===== src/rtl/adc_sample_averager.sv =====
// Block averager for signed ADC samples on AXI Stream. It sums 2^k accepted samples,
// then emits the floor-shifted mean, sign-extended to 32 bits. k = 0 passes samples through.
module adc_sample_averager #(
    parameter int SAMPLE_WIDTH = 24,
    parameter int MAX_LOG2_AVG = 8
) (
    input  logic        aclk,
    input  logic        aresetn,
    input  logic [3:0]  log2_avg,
    input  logic        clear,
    input  logic [31:0] s_axis_tdata,
    input  logic        s_axis_tvalid,
    output logic        s_axis_tready,
    output logic [31:0] m_axis_tdata,
    output logic        m_axis_tvalid,
    input  logic        m_axis_tready,
    output logic [31:0] status
);

    localparam int         ACC_W     = SAMPLE_WIDTH + MAX_LOG2_AVG;
    localparam logic [3:0] MAX_SHIFT = 4'(MAX_LOG2_AVG);

    logic signed [ACC_W-1:0] acc_q, acc_d;
    logic [15:0]             count_q, count_d;
    logic [3:0]              shift_q, shift_d;
    logic [31:0]             mdata_q, mdata_d;
    logic                    mvalid_q, mvalid_d;

    logic signed [SAMPLE_WIDTH-1:0] sample;
    logic signed [ACC_W-1:0]        sample_ext;
    logic signed [ACC_W-1:0]        acc_base;
    logic signed [ACC_W-1:0]        sum;
    logic signed [ACC_W-1:0]        shifted;
    logic [63:0]                    wide;
    logic [15:0]                    count_base;
    logic [3:0]                     eff_shift;
    logic [3:0]                     shift_use;
    logic                           accept;
    logic                           last;
    logic                           unused_wide_hi;

    assign sample     = s_axis_tdata[31 -: SAMPLE_WIDTH];
    assign sample_ext = {{MAX_LOG2_AVG{sample[SAMPLE_WIDTH-1]}}, sample};

    generate
        if (SAMPLE_WIDTH < 32) begin : g_low_bits
            logic unused_low_bits;
            assign unused_low_bits = ^s_axis_tdata[31-SAMPLE_WIDTH:0];
        end
    endgenerate

    assign s_axis_tready  = ~mvalid_q | m_axis_tready;
    assign accept         = s_axis_tvalid & s_axis_tready;
    assign eff_shift      = (log2_avg > MAX_SHIFT) ? MAX_SHIFT : log2_avg;
    assign unused_wide_hi = ^wide[63:32];

    always_comb begin
        // Clear wipes the partial block first, so a simultaneous sample opens a fresh block.
        acc_base   = clear ? '0 : acc_q;
        count_base = clear ? '0 : count_q;
        shift_use  = (count_base == 16'd0) ? eff_shift : shift_q;
        sum        = acc_base + sample_ext;
        last       = (count_base == ((16'd1 << shift_use) - 16'd1));
        shifted    = sum >>> shift_use;
        wide       = {{(64-ACC_W){shifted[ACC_W-1]}}, shifted};

        acc_d    = acc_base;
        count_d  = count_base;
        shift_d  = shift_q;
        mdata_d  = mdata_q;
        mvalid_d = mvalid_q & ~m_axis_tready;

        if (accept) begin
            shift_d = shift_use;
            if (last) begin
                // A load in the same cycle as a downstream handshake wins over the clear.
                mdata_d  = wide[31:0];
                mvalid_d = 1'b1;
                acc_d    = '0;
                count_d  = 16'd0;
            end else begin
                acc_d   = sum;
                count_d = count_base + 16'd1;
            end
        end
    end

    always_ff @(posedge aclk or negedge aresetn) begin
        if (!aresetn) begin
            acc_q    <= '0;
            count_q  <= 16'd0;
            shift_q  <= 4'd0;
            mdata_q  <= 32'd0;
            mvalid_q <= 1'b0;
        end else begin
            acc_q    <= acc_d;
            count_q  <= count_d;
            shift_q  <= shift_d;
            mdata_q  <= mdata_d;
            mvalid_q <= mvalid_d;
        end
    end

    assign m_axis_tdata  = mdata_q;
    assign m_axis_tvalid = mvalid_q;
    assign status        = {12'd0, shift_q, count_q};

endmodule


===== config.mk =====
export PLATFORM = sky130hd
export DESIGN_NAME = adc_sample_averager
export DESIGN_NICKNAME = d
export VERILOG_FILES = /design/src/rtl/adc_sample_averager.sv
export SDC_FILE = /design/constraint.sdc
export NUM_CORES = 1
export LEC_CHECK = 0
export ABC_AREA = 1
export CAP_MARGIN = 20
export CORE_UTILIZATION = 58
export CTS_CLUSTER_DIAMETER = 200
export CTS_CLUSTER_SIZE = 30
export DETAILED_ROUTE_END_ITERATION = 16
export GPL_ROUTABILITY_DRIVEN = 0
export HOLD_SLACK_MARGIN = 0.02
export MAX_ROUTING_LAYER = met4
export PLACE_DENSITY = 0.82
export SLEW_MARGIN = 20
export SYNTH_ARGS = -nofsm -noshare
export SYNTH_HDL_FRONTEND = slang
export SYNTH_SLANG_ARGS = --single-unit

===== constraint.sdc =====
create_clock -name aclk -period 4.1 [get_ports aclk]
set_input_delay 0.82 -clock aclk [delete_from_list [all_inputs] [get_ports aclk]]
set_output_delay 0.82 -clock aclk [all_outputs]
set_load 0.05 [all_outputs]

==> results.cfg, run 1 <==
[run_status]
status = finished, violations left
violations = design-rule violations

[drt]
routedWlPerCell_um = 13.8
first_pass_iters = 12
viasPerCell = 5.50
drt_wl_total_um = 25700
vias = 10263
drcViolationCount = 6
first_iter_violations = 1178
ant_nets = 0

[timing]
max_freq_mhz = 274
max-slew-margin-rel_pct = 37.1
setup_viol = 0
worst_pin_slew_ps = 944
slew_violations = 0
fin_worst_skew_ps = 14.5
finalCritPeriodShare_pct = 89.1
rsz0062_at_grt = false
finalCriticalPeriod_ps = 3650
finalHoldViolations = 0
setup_slack_ps = 447

[cells_and_area]
num_antenna_cells = 0
drive_gt1_share_pct = 8.26
fillers = 1319
final_cell_mix = nand2_1 (549), nand3_1 (255), inv_1 (249), nor2_1 (104), dfrtp_1 (85)
final_nets = 1754
stdcell_count = 1867
area_delta_synth_final_pct = 20.1
final_common_cell = nand2_1

[floorplan]
die_h_um = 126
die_x_um = 126
dieArea_um2 = 15800
start_util_pct = 60.2
num_io_pins = 107
rows = 44
core_area_um2 = 14700

[yosys]
ys_top_cells_by_area = dfrtp_1 (24%), nand2_1 (23%), nand3_1 (15%), inv_1 (11%), ha_1 (4.8%)
synth_adder_area_share_pct = 5.03
yosys_warnings = 0
synth_top_family_by_area = simple AND/OR/NAND/NOR gates
synth.distinct_cells = 40
synth_mux_area_share_pct = 0
synth_ff_type = dfrtp_1
synthCells = 1554
synth_area_per_cell_um2 = 5.70
ys_ff_latch = 85
synth-simple-area-share_pct = 48.8
yosys.area.top_type = dfrtp_1
synth_top_cell_area_share_pct = 24.0
synthesis.area_um2 = 8860
yosysSeqAreaShare_pct = 24.0
synth_compound_area_share_pct = 6.08
synthXorXnorAreaFrac_pct = 1.29
ys_async_sr_fraction_pct = 100
synth_edf_count = 0

[critical_path]
critPathKind = in2reg
cpMaxStageDelayCell = ha_2
reg2regPathDepth = 26
r2r_setup_slack_ps = 780
crit_arrival_ps = 3910
crit_top_cell = nand2_1
required_ps = 4350
cp-start-kind = input port
r2r_start = count_q[0]$_DFF_PN0_
max_stage_delay_ps = 280
critPathCaptureType = flop
crit_fanout = 19
timing.rr.end = acc_q[8]$_DFF_PN0_

[clock_network]
root_buffer = clkbuf_16
clk_path_buf_depth = 2
cts_made_buffers = 9
clk_pin_slew_ps = 70
cts_setup_buffers = 0
cts.sinks = 85
cts_tree = built
clk_latency_ps = 370
htreeDepth = 3

[grt]
grt_pass1_wl_um = 43500
grt_max_degree = 71
grt-ovfl-total = 0
grt.total_usage_pct = 35.0
grt_pass1_vias = 9352
grt_antenna_before_repair = 0

[placed_design]
dp_hpwl_um = 19500
post-place-ws_ps = -340
dp.cells = 1851
portBuffers = 86

[pwr]
vdd_drop_max_mv = 0.281
power_w = 0.00370
power_leakage_nw = 6.23
power.density_nw_per_um2 = 347

[min_path]
min-delay-start = m_axis_tdata[8]$_DFFE_PN0P_
min_to = m_axis_tdata[8]$_DFFE_PN0P_
holdPathStages = 2
hp-class = reg2reg

[run]
maxCapViolCount = 0
synthesized netlist by cell type, types with 2 or more instances:
library cell and n:
inv_1 249, and3_1 2, inv_4 2, nand2_4 2, buf_4 12, nor3_1 5
nand4_1 44, or2_2 10, ha_1 34, xor2_1 9, nand2_2 7, inv_2 7
o211ai_1 5, nor2_1 106, o21ai_0 32, nand3_1 257, a21o_1 4, and2_1 2
clkbuf_1 15, o21bai_1 3, nand3b_1 5, buf_2 18, dfrtp_1 85, xnor2_1 4
o21a_1 2, o21ai_1 11, nor2_2 2, buf_1 16, nor2_4 3, nand2_1 551
a21oi_1 39, buf_6 3
registers in the layout (all words and copies together), names as in the netlist:
name and flops:
shift_q 4, acc_q 32, count_q 16, m_axis_tdata 32, m_axis_tvalid 1
area by class of cell:
type / count / area (µm²) / area share, %
tap: 184 / 230 / 2.16
sequential: 85 / 2130 / 20.0
multi-input combinational: 1158 / 5500 / 51.7
inverter: 258 / 976 / 9.17
timing repair buffer: 166 / 1510 / 14.2
clock buffer: 9 / 225 / 2.12
clock inverter: 7 / 73.8 / 0.694
kinds of logic (layout without fill, tap and decap cells):
logic type                 Yosys count  after routing
adders and majority gates           35             35
and+or+nand+nor                    999            999
other                                1             12
AOI/OAI and AO/OA                   99             99
xor gates and xnor gates            13             13
buffers and inverters              322            440
DFF                                 85             85
routing by layer:
layer | GRT usage [%] | part of all wire (%) | vias up
met2 | 54.5 | 45 | 501
met5 | - | 0 | -
met4 | 13.6 | 3.0 | 0
met1 | 45.3 | 43 | 4538
met3 | 5.82 | 8.2 | 86
li1 | - | - | 5138
critical path, delay by kind of cell:
kind            cells  cell delay, ps
fa+ha+maj           1             280
compound gates      1              80
buf+inv             7             760
simple gates       19            1970
how the worst max path moves through the flow:
stage                from                  end  slack, ps  cells after the start
finish              clear   acc_q[8]$_DFF_PN0_        450                     28
global placement    clear   acc_q[8]$_DFF_PN0_       -230                     27
CTS                 clear   acc_q[8]$_DFF_PN0_         20                     27
floorplan           clear  acc_q[10]$_DFF_PN0_        210                     28
detailed placement  clear   acc_q[8]$_DFF_PN0_       -340                     27
global route        clear   acc_q[1]$_DFF_PN0_        130                     28
report_power, final:
part,internal [W],switching [W]
registers,0.000910,0.0000264
clock network,0.000431,0.000417
logic,0.000672,0.00124
per-stage QoR:
step	hold slack, ps	cell area (µm²)	utilization, %	TNS (ps)
floorplan	524	8900	-	0
global placement	463	10300	70.0	-14270
detailed placement	467	10300	70.0	-21830
CTS	487	10600	72.1	0
global route	509	10600	72.4	0
finish	485	10600	72.4	0
repair_timing:
item,CTS,global route
endpoints found under the setup margin,0,81
hold buffers,0,0
resized for setup,0,12
Power figures use the tool's default switching activity.
==> run 2: changes to the inputs <==
Settings changed: CORE_UTILIZATION 58 to 40, PLACE_DENSITY 0.82 to 0.6.
==> results.cfg, run 2 (synthesized netlist as in run 1, its figures left out) <==
[cells_and_area]
final_cell_mix = nand2_1 (549), nand3_1 (255), inv_1 (249), buf_4 (128), nor2_1 (104)
num_antenna_cells = 0
area_delta_synth_final_pct = 26.5
fillers = 2322
final_common_cell = nand2_1
final_cell_area_um2 = 11200
drive_gt1_share_pct = 11.1
final_nets = 1809

[clock_network]
root_buffer = clkbuf_16
cts.sinks = 85
clk_latency_ps = 370
htreeDepth = 3
cts_tree = built
clk_pin_slew_ps = 70
clk_path_buf_depth = 2
cts_made_buffers = 9

[floorplan]
die_h_um = 151
rows = 54
start_util_pct = 40.7
num_io_pins = 107
dieArea_um2 = 22700
die_x_um = 151
core_area_um2 = 21800

[timing]
worst_pin_slew_ps = 719
max_freq_mhz = 275
max-slew-margin-rel_pct = 52.0
setup_viol = 0
finalCritPeriodShare_pct = 88.6
slew_violations = 0
finalCriticalPeriod_ps = 3630
rsz0062_at_grt = false
fin_worst_skew_ps = 14.2
finalHoldViolations = 0
setup_slack_ps = 467

[drt]
first_iter_violations = 824
viasPerCell = 5.00
drcViolationCount = 0
routedWlPerCell_um = 13.6
drt_wl_total_um = 27400
vias = 10087
first_pass_iters = 5
ant_nets = 0

[placed_design]
dp_hpwl_um = 21300
portBuffers = 86
post-place-ws_ps = -359
placed_cell_area_um2 = 10800

[pwr]
pwr-share-seq_pct = 24.3
pwr-share-clk_pct = 23.3
power.density_nw_per_um2 = 344
internal_power_w = 0.00216
power_leakage_nw = 6.52
vdd_drop_max_mv = 0.219
switching_power_w = 0.00169
power.share.combinational_pct = 52.4
p_sw_share_pct = 44.0

[critical_path]
r2r_setup_slack_ps = 800
critPathKind = in2reg
r2r_start = count_q[0]$_DFF_PN0_
critPathTopFamily = simple AND/OR/NAND/NOR gates
reg2regPathDepth = 26
critPathCaptureType = flop
timing.rr.end = acc_q[1]$_DFF_PN0_
crit_top_cell = nand2_1
required_ps = 4320
path_depth = 28
crit_fanout = 26
cp-start-kind = input port
path_buf_inv = 7
crit_arrival_ps = 3850
cpMaxStageDelayCell = ha_1
max_stage_delay_ps = 320

[min_path]
hp-class = in2async

[grt]
grt.total_usage_pct = 26.1
grt-ovfl-total = 0
grt_max_degree = 75
grt_pass1_wl_um = 45500
grt_pass1_vias = 9264
grt_antenna_before_repair = 0

[run]
maxCapViolCount = 0

[run_status]
status = complete, no violations
-- run 2: worst max path at each step --
stage	start	end	slack (ps)
CTS	clear	acc_q[1]$_DFF_PN0_	7
floorplan	clear	acc_q[10]$_DFF_PN0_	210
global route	clear	count_q[1]$_DFF_PN0_	140
finish	clear	acc_q[1]$_DFF_PN0_	470
global placement	clear	count_q[1]$_DFF_PN0_	-330
detailed placement	clear	acc_q[1]$_DFF_PN0_	-360
-- run 2: what timing repair did --
item	4_1_cts	5_1_grt
setup buffers	0	1
resized for setup	0	13
hold buffers	0	0
endpoints found under the setup margin	0	81
-- run 2: per-layer routing --
metal | global-route usage (%) | up-vias | part of all wire (%)
met1 | 34.1 | 4539 | 47
li1 | - | 5247 | -
met5 | - | - | 0
met4 | 7.35 | 0 | 1.9
met3 | 2.95 | 34 | 4.7
met2 | 42.7 | 267 | 47
-- run 2: worst register-to-register path, stage by stage, from the launching register on --
cell and delay [ps]:
dfrtp_1 380, nand2_1 100, ha_1 180, nand3_2 100
nor2_4 180, buf_4 150, nand3b_1 90, nand2_2 90
nand2_1 70, inv_2 60, nand2_1 60, ha_1 320
nand2_1 80, inv_1 40, nor2_2 100, nand2_1 80
inv_2 50, nand2_1 40, nor2_1 80, nand2_1 50
nor2_1 100, nand3_2 100, nor2_4 190, nand2_2 110
buf_12 180, nand3_1 80, o21ai_0 100
-- run 2: cell type report --
type                    count  area [µm²]  share of cell area [%]
clock inverters             7        81.3                   0.726
repair buffers            221        1950                    17.4
clock buffers               9         225                    2.01
multi-input cells        1158        5490                    49.0
well taps                 280         350                    3.13
inverters                 258         976                    8.71
flip-flops and latches     85        2130                    19.0
-- run 2: power by group through the flow --
stage,clock network [W],logic (W),registers [W]
3_3_place_gp,0,0.00198,0.000951
5_1_grt,0.000948,0.00228,0.000944
6_report,0.000898,0.00202,0.000936
4_1_cts,0.000915,0.00200,0.000937
2_1_floorplan,0,0.00127,0.000979
3_5_place_dp,0,0.00199,0.000953
-- run 2: per-stage QoR --
step	util [%]	hold WS, ps	total power, W	cells	setup TNS, ps
floorplan	-	524	0.00225	1565	0
global placement	49.8	464	0.00293	2001	-17760
detailed placement	49.8	466	0.00295	2001	-18590
CTS	51.2	485	0.00386	2017	0
global route	51.5	498	0.00417	2018	0
finish	51.5	480	0.00385	2018	0
==> run 3: changes to the inputs <==
Settings changed: CORE_MARGIN set to 3, GPL_TIMING_DRIVEN set to 0.
==> results.cfg, run 3 (synthesized netlist as in run 1, its figures left out) <==
[cells_and_area]
area_delta_synth_final_pct = 21.9
fin_util_pct = 50.5
final_nets = 1754
final_common_cell = nand2_1
drive_gt1_share_pct = 7.37
final_cell_mix = nand2_1 (543), nand3_1 (256), inv_1 (248), nor2_1 (101), dfrtp_1 (85)
num_antenna_cells = 0

[clock_network]
clk_path_buf_depth = 2
clk_pin_slew_ps = 70
htreeDepth = 3
cts_tree = built
clk_latency_ps = 370
root_buffer = clkbuf_16
cts_made_buffers = 9
cts.sinks = 85

[timing]
worst_pin_slew_ps = 650
max-slew-margin-rel_pct = 56.6
fin_worst_skew_ps = 8.65
setup_viol = 0
finalCriticalPeriod_ps = 3800
max_freq_mhz = 263
fin_tns_setup_ps = 0
rsz0062_at_grt = false
setup_slack_ps = 297
finalCritPeriodShare_pct = 92.7
slew_violations = 0
finalHoldViolations = 0

[floorplan]
die_x_um = 155
rows = 53
dieArea_um2 = 24000
num_io_pins = 107
die_h_um = 155
start_util_pct = 41.5
core_area_um2 = 21400

[drt]
vias = 10093
drcViolationCount = 0
ant_nets = 0
first_pass_iters = 6
viasPerCell = 5.15
drt_wl_total_um = 29800
routedWlPerCell_um = 15.2
first_iter_violations = 1059

[grt]
grt_max_degree = 55
grt-ovfl-total = 0
grt_antenna_before_repair = 0
grt_pass1_wl_um = 48100
grt.total_usage_pct = 25.5
grt_pass1_vias = 9339

[critical_path]
cp-start-kind = input port
crit_fanout = 10
reg2regPathDepth = 26
crit_arrival_ps = 4070
r2r_start = count_q[0]$_DFF_PN0_
timing.rr.end = count_q[2]$_DFF_PN0_
r2r_setup_slack_ps = 590
critPathCaptureType = flop
critPathKind = in2reg
required_ps = 4370

[min_path]
hp-class = in2async

[placed_design]
post-place-ws_ps = -1160
dp_hpwl_um = 23900
portBuffers = 86

[pwr]
power.density_nw_per_um2 = 345
power_w = 0.00372
vdd_drop_max_mv = 0.208
power_leakage_nw = 6.21

[run]
maxCapViolCount = 0

[run_status]
status = complete, no violations
==> run 3: worst max path at each step <==
stage | start | end | slack (ps)
after detailed placement | clear | acc_q[3]$_DFF_PN0_ | -1160
after global routing | clear | m_axis_tdata[19]$_DFFE_PN0P_ | 5
final | clear | m_axis_tdata[23]$_DFFE_PN0P_ | 300
after CTS | clear | m_axis_tdata[23]$_DFFE_PN0P_ | 50
after global placement | aresetn | count_q[9]$_DFF_PN0_ | -1170
after floorplan | clear | acc_q[10]$_DFF_PN0_ | 210
==> run 3: power by group <==
part,switching [W],internal [W]
Sequential,0.0000278,0.000910
Clock,0.000405,0.000482
Combinational,0.00129,0.000608
==> run 3: per-stage QoR <==
| stage | instances | cell area, µm² | hold slack (ps) |
|---|---|---|---|
| after floorplan | 1565 | 8900 | 524 |
| after global placement | 1926 | 10100 | 463 |
| after CTS | 1949 | 10600 | 343 |
| final | 1958 | 10800 | 330 |
| after global routing | 1958 | 10800 | 356 |
| after detailed placement | 1927 | 10100 | 466 |
==> run 3: final cells by class <==
type	instances	area, µm²
Buffer	64	418
Clock buffer	9	225
Clock inverter	7	78.8
Fill cell	2318	10600
Inverter	258	982
Multi-Input combinational cell	1158	5590
Sequential cell	85	2130
Tap cell	275	344
Timing Repair Buffer	102	1020
==> run 3: timing repair <==
item                       4_1_cts  5_1_grt
setup buffers                    6        8
hold endpoints to repair         0        0
hold buffers                     0        0
setup endpoints to repair       81       81
pin swaps                        3       12
resized for setup               34       37
gates cloned                     0        1
==> run 3: worst max-delay path: stages <==
cell      delay [ps]
buf_4            130
clkbuf_4         200
clkbuf_4         230
nor2_2           140
ha_2             220
inv_1             60
fa_1             410
inv_1            110
nand3_1           80
nand2_2          150
nand2_1           70
nand2_1          100
nand2_1          100
nand2_1          170
nand2_1          120
nand3_1          150
nand3_1          110
nand3_1          140
nand3_1          100
nand3_1          100
nand2_1           60
inv_1             60
nand4_1           90
nand2_1           90
inv_1             40
==> run 3: routing by layer <==
layer / part of all wire, % / wire length [µm] / track usage [%]
met5: 0 / 0 / -
met1: 48 / 14300 / 36.2
met2: 44 / 13100 / 38.9
met3: 6.7 / 1990 / 3.25
met4: 1.5 / 433 / 5.76
